**config.mk**
```make
export PLATFORM = sky130hd
export DESIGN_NAME = usb_rx_bit_unstuff
export DESIGN_NICKNAME = d
export VERILOG_FILES = /design/src/rtl/usb_rx_bit_unstuff.sv
export SDC_FILE = /design/constraint.sdc
export NUM_CORES = 1
export LEC_CHECK = 0
export ABC_CLOCK_PERIOD_IN_PS = 2500
export CORE_ASPECT_RATIO = 0.75
export CORE_MARGIN = 2
export CORE_UTILIZATION = 54
export DETAILED_ROUTE_END_ITERATION = 8
export GPL_TIMING_DRIVEN = 0
export PLACE_DENSITY = 0.83
export SYNTH_ARGS = -nofsm -noshare
export SYNTH_HDL_FRONTEND = slang
export SYNTH_SLANG_ARGS = --single-unit
```
**constraint.sdc**
```tcl
create_clock -name gclk -period 2.5 [get_ports gclk]
set_input_delay 0.25 -clock gclk [delete_from_list [all_inputs] [get_ports gclk]]
set_output_delay 0.25 -clock gclk [all_outputs]
set_load 0.02 [all_outputs]
```
**src/rtl/usb_rx_bit_unstuff.sv**
```systemverilog
// rtl/usb_rx_bit_unstuff.sv - USB receive SYNC hunt, bit unstuffing and LSB-first byte deserializer
module usb_rx_bit_unstuff #(
    parameter int SYNC_MIN_ZEROS = 5,
    parameter int STUFF_LEN      = 6
) (
    input  logic       gclk,
    input  logic       reset,
    input  logic       rx_data_in,
    input  logic       rx_data_valid,
    input  logic       rx_eop,
    output logic [7:0] rx_byte,
    output logic       rx_byte_valid,
    output logic       rx_sync_det,
    output logic       rx_pkt_end,
    output logic       rx_stuff_err,
    output logic       rx_align_err,
    output logic       rx_active
);

    typedef enum logic [1:0] {
        HUNT = 2'd0,
        DATA = 2'd1,
        ERR  = 2'd2
    } state_t;

    localparam logic [2:0] SYNC_ZEROS = 3'(SYNC_MIN_ZEROS);
    localparam logic [2:0] STUFF_AT   = 3'(STUFF_LEN);

    state_t     state;
    logic [2:0] zero_cnt;
    logic [2:0] ones_cnt;
    logic [2:0] bit_cnt;
    logic [7:0] shreg;

    // Packet framing FSM; every output is registered and pulse outputs default low each cycle.
    always_ff @(posedge gclk) begin
        if (reset) begin
            state         <= HUNT;
            zero_cnt      <= 3'd0;
            ones_cnt      <= 3'd0;
            bit_cnt       <= 3'd0;
            shreg         <= 8'h00;
            rx_byte       <= 8'h00;
            rx_byte_valid <= 1'b0;
            rx_sync_det   <= 1'b0;
            rx_pkt_end    <= 1'b0;
            rx_stuff_err  <= 1'b0;
            rx_align_err  <= 1'b0;
            rx_active     <= 1'b0;
        end else begin
            rx_byte_valid <= 1'b0;
            rx_sync_det   <= 1'b0;
            rx_pkt_end    <= 1'b0;
            rx_stuff_err  <= 1'b0;
            rx_align_err  <= 1'b0;
            case (state)
                HUNT: begin
                    // A stray end-of-packet restarts the zero count so SYNC must be seen afresh.
                    if (rx_eop) begin
                        zero_cnt <= 3'd0;
                    end else if (rx_data_valid) begin
                        if (rx_data_in) begin
                            zero_cnt <= 3'd0;
                            if (zero_cnt >= SYNC_ZEROS) begin
                                rx_sync_det <= 1'b1;
                                rx_active   <= 1'b1;
                                // The SYNC trailing 1 already starts a ones run.
                                ones_cnt    <= 3'd1;
                                bit_cnt     <= 3'd0;
                                state       <= DATA;
                            end
                        end else if (zero_cnt != 3'd7) begin
                            zero_cnt <= zero_cnt + 3'd1;
                        end
                    end
                end
                DATA: begin
                    // End of packet takes priority over a coincident data bit.
                    if (rx_eop) begin
                        rx_pkt_end   <= 1'b1;
                        rx_active    <= 1'b0;
                        rx_align_err <= (bit_cnt != 3'd0);
                        zero_cnt     <= 3'd0;
                        state        <= HUNT;
                    end else if (rx_data_valid) begin
                        if (ones_cnt == STUFF_AT) begin
                            // Bit after a full ones run must be a stuffed 0.
                            if (rx_data_in) begin
                                rx_stuff_err <= 1'b1;
                                state        <= ERR;
                            end else begin
                                ones_cnt <= 3'd0;
                            end
                        end else begin
                            shreg[bit_cnt] <= rx_data_in;
                            ones_cnt       <= rx_data_in ? ones_cnt + 3'd1 : 3'd0;
                            bit_cnt        <= bit_cnt + 3'd1;
                            if (bit_cnt == 3'd7) begin
                                rx_byte       <= {rx_data_in, shreg[6:0]};
                                rx_byte_valid <= 1'b1;
                            end
                        end
                    end
                end
                ERR: begin
                    // Wait out the corrupted packet silently until its end.
                    if (rx_eop) begin
                        rx_pkt_end <= 1'b1;
                        rx_active  <= 1'b0;
                        zero_cnt   <= 3'd0;
                        state      <= HUNT;
                    end
                end
                default: begin
                    state     <= HUNT;
                    rx_active <= 1'b0;
                end
            endcase
        end
    end

endmodule

```
==> reports/qor.txt <==
Post-DP HPWL = 2.48 mm
Clock tree root buffer cell = clkbuf_8
Layout area overhead = 19.6%
Status = complete, no violations
Avg Synthesized Cell Area = 9.00 um^2
FP Rows = 16
Setup TNS = 0 ns
CP dominant cell by count = buf_2
CP Cell Sequence = inv_1 -> ha_1 -> clkbuf_1 -> and3b_1 -> buf_2 -> nand3_1 -> buf_2 -> mux2i_1 -> nor2_1
Clock Latency Late Sink = 0.28 ns
Synthesized area = 0.00155 mm^2
Layout cell share with drive strength beyond 1 = 5.58%
Post-DR wirelength/cell = 14.8 um
Max-Cap Viols = 0
Design Area, Final = 0.00185 mm^2
Crit path kind = reg -> reg
Initial Util = 58.1%
CP endpoint kind = flop
Final worst path period share = 81.8%
RSZ-0062 raised after global routing = no
Pwr Density = 496 mW/mm^2
CP required = 2.66 ns
Placed Area = 0.00177 mm^2
All-layer global routing usage = 23.3%
Clk sinks = 32
Fillers = 209
1st-iter DRT viols = 69
Final Setup Violations = 0
Antenna viol nets, final = 0
Slew headroom = 59.1%
Worst Hold Class = reg -> reg
Worst clock skew = 0.00593 ns
Nets = 214
Final Wtd Congestion = 0.858
Worst setup SP type = flop
WP buf/inv = 4
Crit path DAT = 2.20 ns
Yosys warns = 0
Slew of the pin with the lowest slew margin = 0.609 ns
Seq/Total Area, Yosys = 41.4%
Die height = 50.4 um
Clk pin slew, worst setup/hold paths = 0.06 ns
Boundary Pins = 19
Placed Instances = 226
Syn Inst Count = 172
Fmax achieved = 489 MHz
EDFF count, synth = 0
CTS Buf Count = 5
Total Wirelength = 3.44 mm
Die footprint = 0.00332 mm^2
Finished Layout Cells = 233
Post-CTS setup buffers = 0
CP max FO = 10
Cts hold-fix bufs = 0
Avg Vias per Cell = 5.77
Tmin final = 2.04 ns
CP max stage cell = dfxtp_1
Max VDD drop = 0.000352 V
First-pass GRT wire length = 5.73 mm
Final Slew Violations = 0
Post-CTS sizing = 0
Largest net degree at the start of global routing = 11
Detailed Routing Iterations Pass 1 = 4
H-Tree Depth = 2
Synth Flop Type = dfxtp_1
Slowest stage delay, CP = 0.36 ns
Via count = 1344
GR Overflow Total = 0
Core area = 0.00266 mm^2
Clk buf depth = 2
Static Leakage = 0.739 nW
FF+latch count, synth = 32
Die X-Extent = 65.8 um
DR DRC count = 0
Delay-heaviest family, CP = buffers and inverters
I/O Buffers = 18
Async SR Flop Fraction = 0%
CTS tree = built
Antenna Cells = 0
Unique cell type count in the Yosys netlist = 33
Initial antenna violation count = 0
Final Hold Fails = 0
Vias in the first global route = 1265
Synthesized net count = 189
[report_power, final]
group / leakage, nW / switching, mW / internal, mW
registers: 0.258 / 0.00112 / 0.511
clock network: 0.0410 / 0.182 / 0.189
logic: 0.440 / 0.0213 / 0.0127
[Yosys cell counts (4+ instances only)]
| master | number | area [um^2] |
|---|---|---|
| a21oi_1 | 12 | 60.1 |
| clkbuf_1 | 5 | 18.8 |
| dfxtp_1 | 32 | 641 |
| ha_1 | 12 | 150 |
| inv_1 | 11 | 41.3 |
| mux2i_1 | 15 | 150 |
| nand2_1 | 4 | 15.0 |
| nand4_1 | 8 | 50.1 |
| nor2_1 | 20 | 75.1 |
| nor4_1 | 4 | 25.0 |
| o21ai_0 | 11 | 55.1 |
[through the flow]
step	total power, mW	hold WS [ns]	util [%]	setup WS (ns)
2_1_floorplan	0.541	0.329	-	0.782
3_3_place_gp	0.555	0.475	66.6	0.464
3_5_place_dp	0.557	0.487	66.6	0.419
4_1_cts	0.920	0.504	69.5	0.498
5_1_grt	0.942	0.519	69.5	0.305
6_report	0.917	0.496	69.5	0.456
[per-layer routing]
layer	track usage [%]	routed length [um]
met5	0	0
met4	11.8	29
met2	35.7	1620
met1	30.1	1660
met3	6.50	121
[path summary, 6_finish.rpt]
| check | slack (ns) | start | endpoint | cells past startpoint |
|---|---|---|---|---|
| worst max-delay path | 0.46 | state[1]$_SDFFE_PP0P_ | rx_byte[7]$_SDFFE_PP0P_ | 9 |
| worst min-delay path | 0.50 | rx_byte[2]$_SDFFE_PP0P_ | rx_byte[2]$_SDFFE_PP0P_ | 2 |
| worst min register to register | 0.50 | rx_byte[2]$_SDFFE_PP0P_ | rx_byte[2]$_SDFFE_PP0P_ | 2 |
| worst max register to register | 0.46 | state[1]$_SDFFE_PP0P_ | rx_byte[7]$_SDFFE_PP0P_ | 9 |
[logic make-up (layout without fill, tap and decap cells)]
group / Yosys count / after routing / share of synthesized area [%]
and+or+nand+nor: 61 / 61 / 22.2
muxes: 15 / 15 / 9.70
buffers and inverters: 19 / 44 / 4.85
adders and majority gates: 12 / 12 / 9.70
DFF: 32 / 32 / 41.4
AOI/OAI and AO/OA: 33 / 33 / 12.1
[sequential cells by signal, summed over array words and instances, names as in the netlist]
| signal | cells |
|---|---|
| rx_byte | 8 |
| shreg | 7 |
| bit_cnt | 3 |
| ones_cnt | 3 |
| zero_cnt | 3 |
| state | 2 |
| rx_active | 1 |
| rx_align_err | 1 |
| rx_byte_valid | 1 |
| rx_pkt_end | 1 |
| rx_stuff_err | 1 |
| rx_sync_det | 1 |
[final cells by class]
class | count | area, um^2 | area share (%)
Inverter | 11 | 41.3 | 2.23
Buffer | 8 | 33.8 | 1.83
Timing Repair Buffer | 18 | 180 | 9.74
Clock inverter | 1 | 5.00 | 0.270
Sequential cell | 32 | 641 | 34.6
Multi-Input combinational cell | 121 | 832 | 45.0
Tap cell | 36 | 45.0 | 2.43
Clock buffer | 6 | 72.6 | 3.92
[cells in the final DEF, fill, tap and decap left out, drive strengths merged, types with 4 or more instances in the layout]
master and count:
nand2 4, nand4 8, ha 12, mux2i 15, clkdlybuf4s50 18, dfxtp 32, inv 11, clkbuf 11
nor4 4, a21oi 12, nor2 20, o21ai 12
[worst register-to-register path, stage by stage, from the launching register on]
cell and delay, ns:
dfxtp_1 0.36, inv_1 0.09, ha_1 0.18, clkbuf_1 0.20
and3b_1 0.23, buf_2 0.18, nand3_1 0.09, buf_2 0.28
mux2i_1 0.25, nor2_1 0.06
Power figures use the tool's default switching activity.
==> patch 1: new RTL, same flow settings <==
Reset style: asynchronous (`reset`), changed in one clocked block.
--- a/src/rtl/usb_rx_bit_unstuff.sv
+++ b/src/rtl/usb_rx_bit_unstuff.sv
@@ -33,7 +33,7 @@
     logic [7:0] shreg;
 
     // Packet framing FSM; every output is registered and pulse outputs default low each cycle.
-    always_ff @(posedge gclk) begin
+    always_ff @(posedge gclk or posedge reset) begin
         if (reset) begin
             state         <= HUNT;
             zero_cnt      <= 3'd0;
Behaviour: differs if reset is asserted again (counterexample within 10 cycles, from zero or initial values and one cycle with reset high); with reset held inactive, the same outputs for 10 cycles.
==> patch 1 against the original RTL <==
  * First-iteration DRC count up 120%
  * Setup slack improved by 0.073 ns
  * Sequential cell count did not move
  * Design area up 9.4%
  * Wire length is 12% lower
  * Synthesized area is 9.1% higher
Power is not compared: it rests on default switching activity, and its combinational part moved more than twofold at a synthesized area within 25%.
==> patch 1: results (changes against the original RTL) <==
Slew HR: 23.2% (-36 points)
Vias in the first global route: 1130 (-11%)
Root Buffer Master: clkbuf_8
Worst-Skew Late Latency: 0.27 ns
Dpl cells: 196 (-13%)
GPL Wtd Cong: 0.799 (-6.8%)
Net Count, Synth: 157 (-17%)
Crit Path Category: reg -> reg
DP HPWL: 2250 um (-9.1%)
Synth cell types: 37 (+12%)
Sequential share of the synthesized area: 47.4% (+6.0 points)
Async SR Flop Fraction: 100% (+100 points)
CTS max path bufs: 2 (unchanged)
Syn Inst Count: 140 (-19%)
Leading registers by flop count: rx_byte x8, shreg x7
Filler instances: 216 (+3.3%)
Initial antenna violation count: 0 (unchanged)
GRT Util Overall: 19.9% (-3.5 points)
Vias per Instance: 5.57 (-3.5%)
Worst stage delay on the critical path: 0.39 ns (+0.03 ns)
First-pass GRT wire length: 5150 um (-10%)
Ant. Diodes: 0 (unchanged)
Layout cell share with drive strength beyond 1: 23.5% (+18 points)
Number of nets in the layout: 182 (-15%)
Final setup skew: 0.00699 ns (+0.00106 ns)
Final wirelength: 3040 um (-12%)
Synth top area cells: dfrtp_1, mux2_2, ha_1, mux2i_1, inv_1
Reg-to-Reg Start: state[1]
Crit-path max FO: 10 (unchanged)
1st-iter DRT viols: 155 (+120%)
PortBufs: 18 (unchanged)
Hold_sp: shreg[0]
CP max-delay cell: dfrtp_1
Synth cell count leaders: dfrtp_1, mux2_2, ha_1
Mean routed wirelength per cell: 14.9 um (+0.92%)
Largest net degree at the start of global routing: 33 (+22)
Status: complete, no violations
Peak VDD IR: 0.556 mV
## patch 1: cell families after synthesis
family	Yosys count	synth area share, %
simple gates	44	17.2
flops	32	47.4
mux	26	17.0
compound gates	13	6.22
buf+inv	13	3.26
fa+ha+maj	12	8.89
## patch 1: report_power, final
| group | internal (mW) | switching (mW) |
|---|---|---|
| logic | 0.324 | 0.377 |
| clock network | 0.295 | 0.178 |
| registers | 0.634 | 0.0953 |
| total | 1.25 | 0.650 |
## patch 1: per-stage QoR
stage | total power, mW | utilization, % | setup slack (ns) | instance area [sq um] | hold slack [ns]
after detailed placement | 1.44 | 64.8 | 0.488 | 1920 | 0.492
after global routing | 2.03 | 68.5 | 0.417 | 2020 | 0.523
after global placement | 1.38 | 64.8 | 0.520 | 1920 | 0.484
after CTS | 1.91 | 68.5 | 0.539 | 2020 | 0.507
after floorplan | 1.24 | - | 0.796 | 1690 | 0.366
final | 1.90 | 68.5 | 0.529 | 2020 | 0.502
## patch 1: final cells by class
| class | instances | share of cell area [%] |
|---|---|---|
| Buffer | 4 | 1.05 |
| Clock buffer | 6 | 3.58 |
| Clock inverter | 2 | 1.73 |
| Inverter | 9 | 1.67 |
| Multi-Input combinational cell | 95 | 41.2 |
| Sequential cell | 32 | 39.6 |
| Tap cell | 38 | 2.35 |
| Timing Repair Buffer | 18 | 8.90 |
## patch 1: critical path: cells and delay by family, from the launching register on
kind | cells | cell delay, ns
and+or+nand+nor | 2 | 0.49
AOI/OAI and AO/OA | 2 | 0.48
DFF | 1 | 0.39
buffers and inverters | 2 | 0.28
adders and majority gates | 1 | 0.21
## patch 1: path summary, 6_finish.rpt
path,slack [ns],cells after the start,to
max,0.53,7,bit_cnt[2]
min,0.50,1,shreg[0]
max reg2reg,0.53,7,bit_cnt[2]
min reg2reg,0.50,1,shreg[0]
max in group asynchronous,1.23,2,ones_cnt[2]
min in group asynchronous,0.57,2,rx_active
## patch 1: per-layer routing
metal | vias up | GRT usage, % | share of wire, %
met5 | - | 0 | 0
li1 | 547 | - | -
met4 | 0 | 5.33 | 1.1
met2 | 28 | 34.0 | 51
met1 | 555 | 24.7 | 44
met3 | 6 | 5.16 | 4.5
==> patch 2: new RTL, same flow settings <==
Made on the original files. Set the parameter `STUFF_LEN` to 3 (it was 6).
--- a/src/rtl/usb_rx_bit_unstuff.sv
+++ b/src/rtl/usb_rx_bit_unstuff.sv
@@ -1,7 +1,7 @@
 // rtl/usb_rx_bit_unstuff.sv - USB receive SYNC hunt, bit unstuffing and LSB-first byte deserializer
 module usb_rx_bit_unstuff #(
     parameter int SYNC_MIN_ZEROS = 5,
-    parameter int STUFF_LEN      = 6
+    parameter int STUFF_LEN      = 3
 ) (
     input  logic       gclk,
     input  logic       reset,
Check against the original RTL: not equivalent (a bounded check fails within 10 cycles, from zero or initial values and one cycle with reset high).
==> patch 2 against the original RTL <==
  * Wire length grew 3.3%
  * Synthesized area is 1.3% higher
  * Setup slack improved by 0.052 ns
  * Global-route usage rose by 0.50 points
  * Maximum frequency up 2.6%
  * Total power grew 4.9%
  * Sequential cell count stayed put
  * Design area up 1.2%
  * Clock power is 11% higher
  * Utilization grew 0.32 points
==> patch 2: results (changes against the original RTL) <==
GR Layer Usage met1: 28.3% (-1.8 points)
Seq area share: 34.2% (-0.42 points)
Post-synthesis adder-cell area fraction: 10.4% (+0.67 points)
Final wirelength: 3550 um (+3.3%)
Wire length on met1: 1530 um (-8.4%)
Hold_sp: rx_data_in
GRT Util Overall: 23.8% (+0.50 points)
Synth top area cells: dfxtp_1, ha_1, mux2i_1, a21oi_1, nor2_1
Vias in the first global route: 1330 (+5.1%)
Sequential share of the synthesized area: 40.9% (-0.53 points)
Met3 wirelength from detailed routing: 249 um (+110%)
Worst slew pin tran: 0.430 ns (-0.179 ns)
Status: complete, no violations
Compound-cell area share of the yosys netlist: 8.54% (-3.6 points)
Post-synthesis mux area share: 9.82% (+0.12 points)
Invs w/o clock: 8 (-3)
Bufs w/o clock: 25 (-3.8%)
Placed cell area: 1780 sq um (+0.56%)
Tightest Hold Check Type: in -> reg
Number of nets in the layout: 217 (+1.4%)
Hold Slack: 0.261 ns (-0.235 ns)
Final setup skew: 0.00382 ns (-0.00212 ns)
Final std cells w/o fill: 236 (+1.3%)
Area of the multi-input gates: 858 sq um (+3.2%)
Vias per Instance: 5.68 (-1.5%)
Met2 usage: 39.5% (+3.8 points)
patch 2: cell types whose count changed after synthesis, moves of 4 or more:
cell	unedited run	this run
nand4_1	8	2
nor2_1	20	16
nand2_1	4	14
nand3_1	3	10
o21ai_0	11	5
nand2b_1	3	8
patch 2: how the worst max path moves through the flow:
stage	start	cells past startpoint	slack, ns	end
2_1_floorplan	state[0]	5	0.78	zero_cnt[2]
3_3_place_gp	rx_eop	5	0.42	ones_cnt[0]
3_5_place_dp	rx_eop	5	0.39	ones_cnt[0]
4_1_cts	ones_cnt[0]	7	0.54	rx_byte[7]
5_1_grt	ones_cnt[0]	7	0.34	rx_byte[4]
6_report	ones_cnt[0]	7	0.51	rx_byte[7]
patch 2: power breakdown:
group          internal [mW]  switching, mW
Combinational         0.0146         0.0223
Clock                  0.224          0.189
Sequential             0.511        0.00104
Total                  0.750          0.212
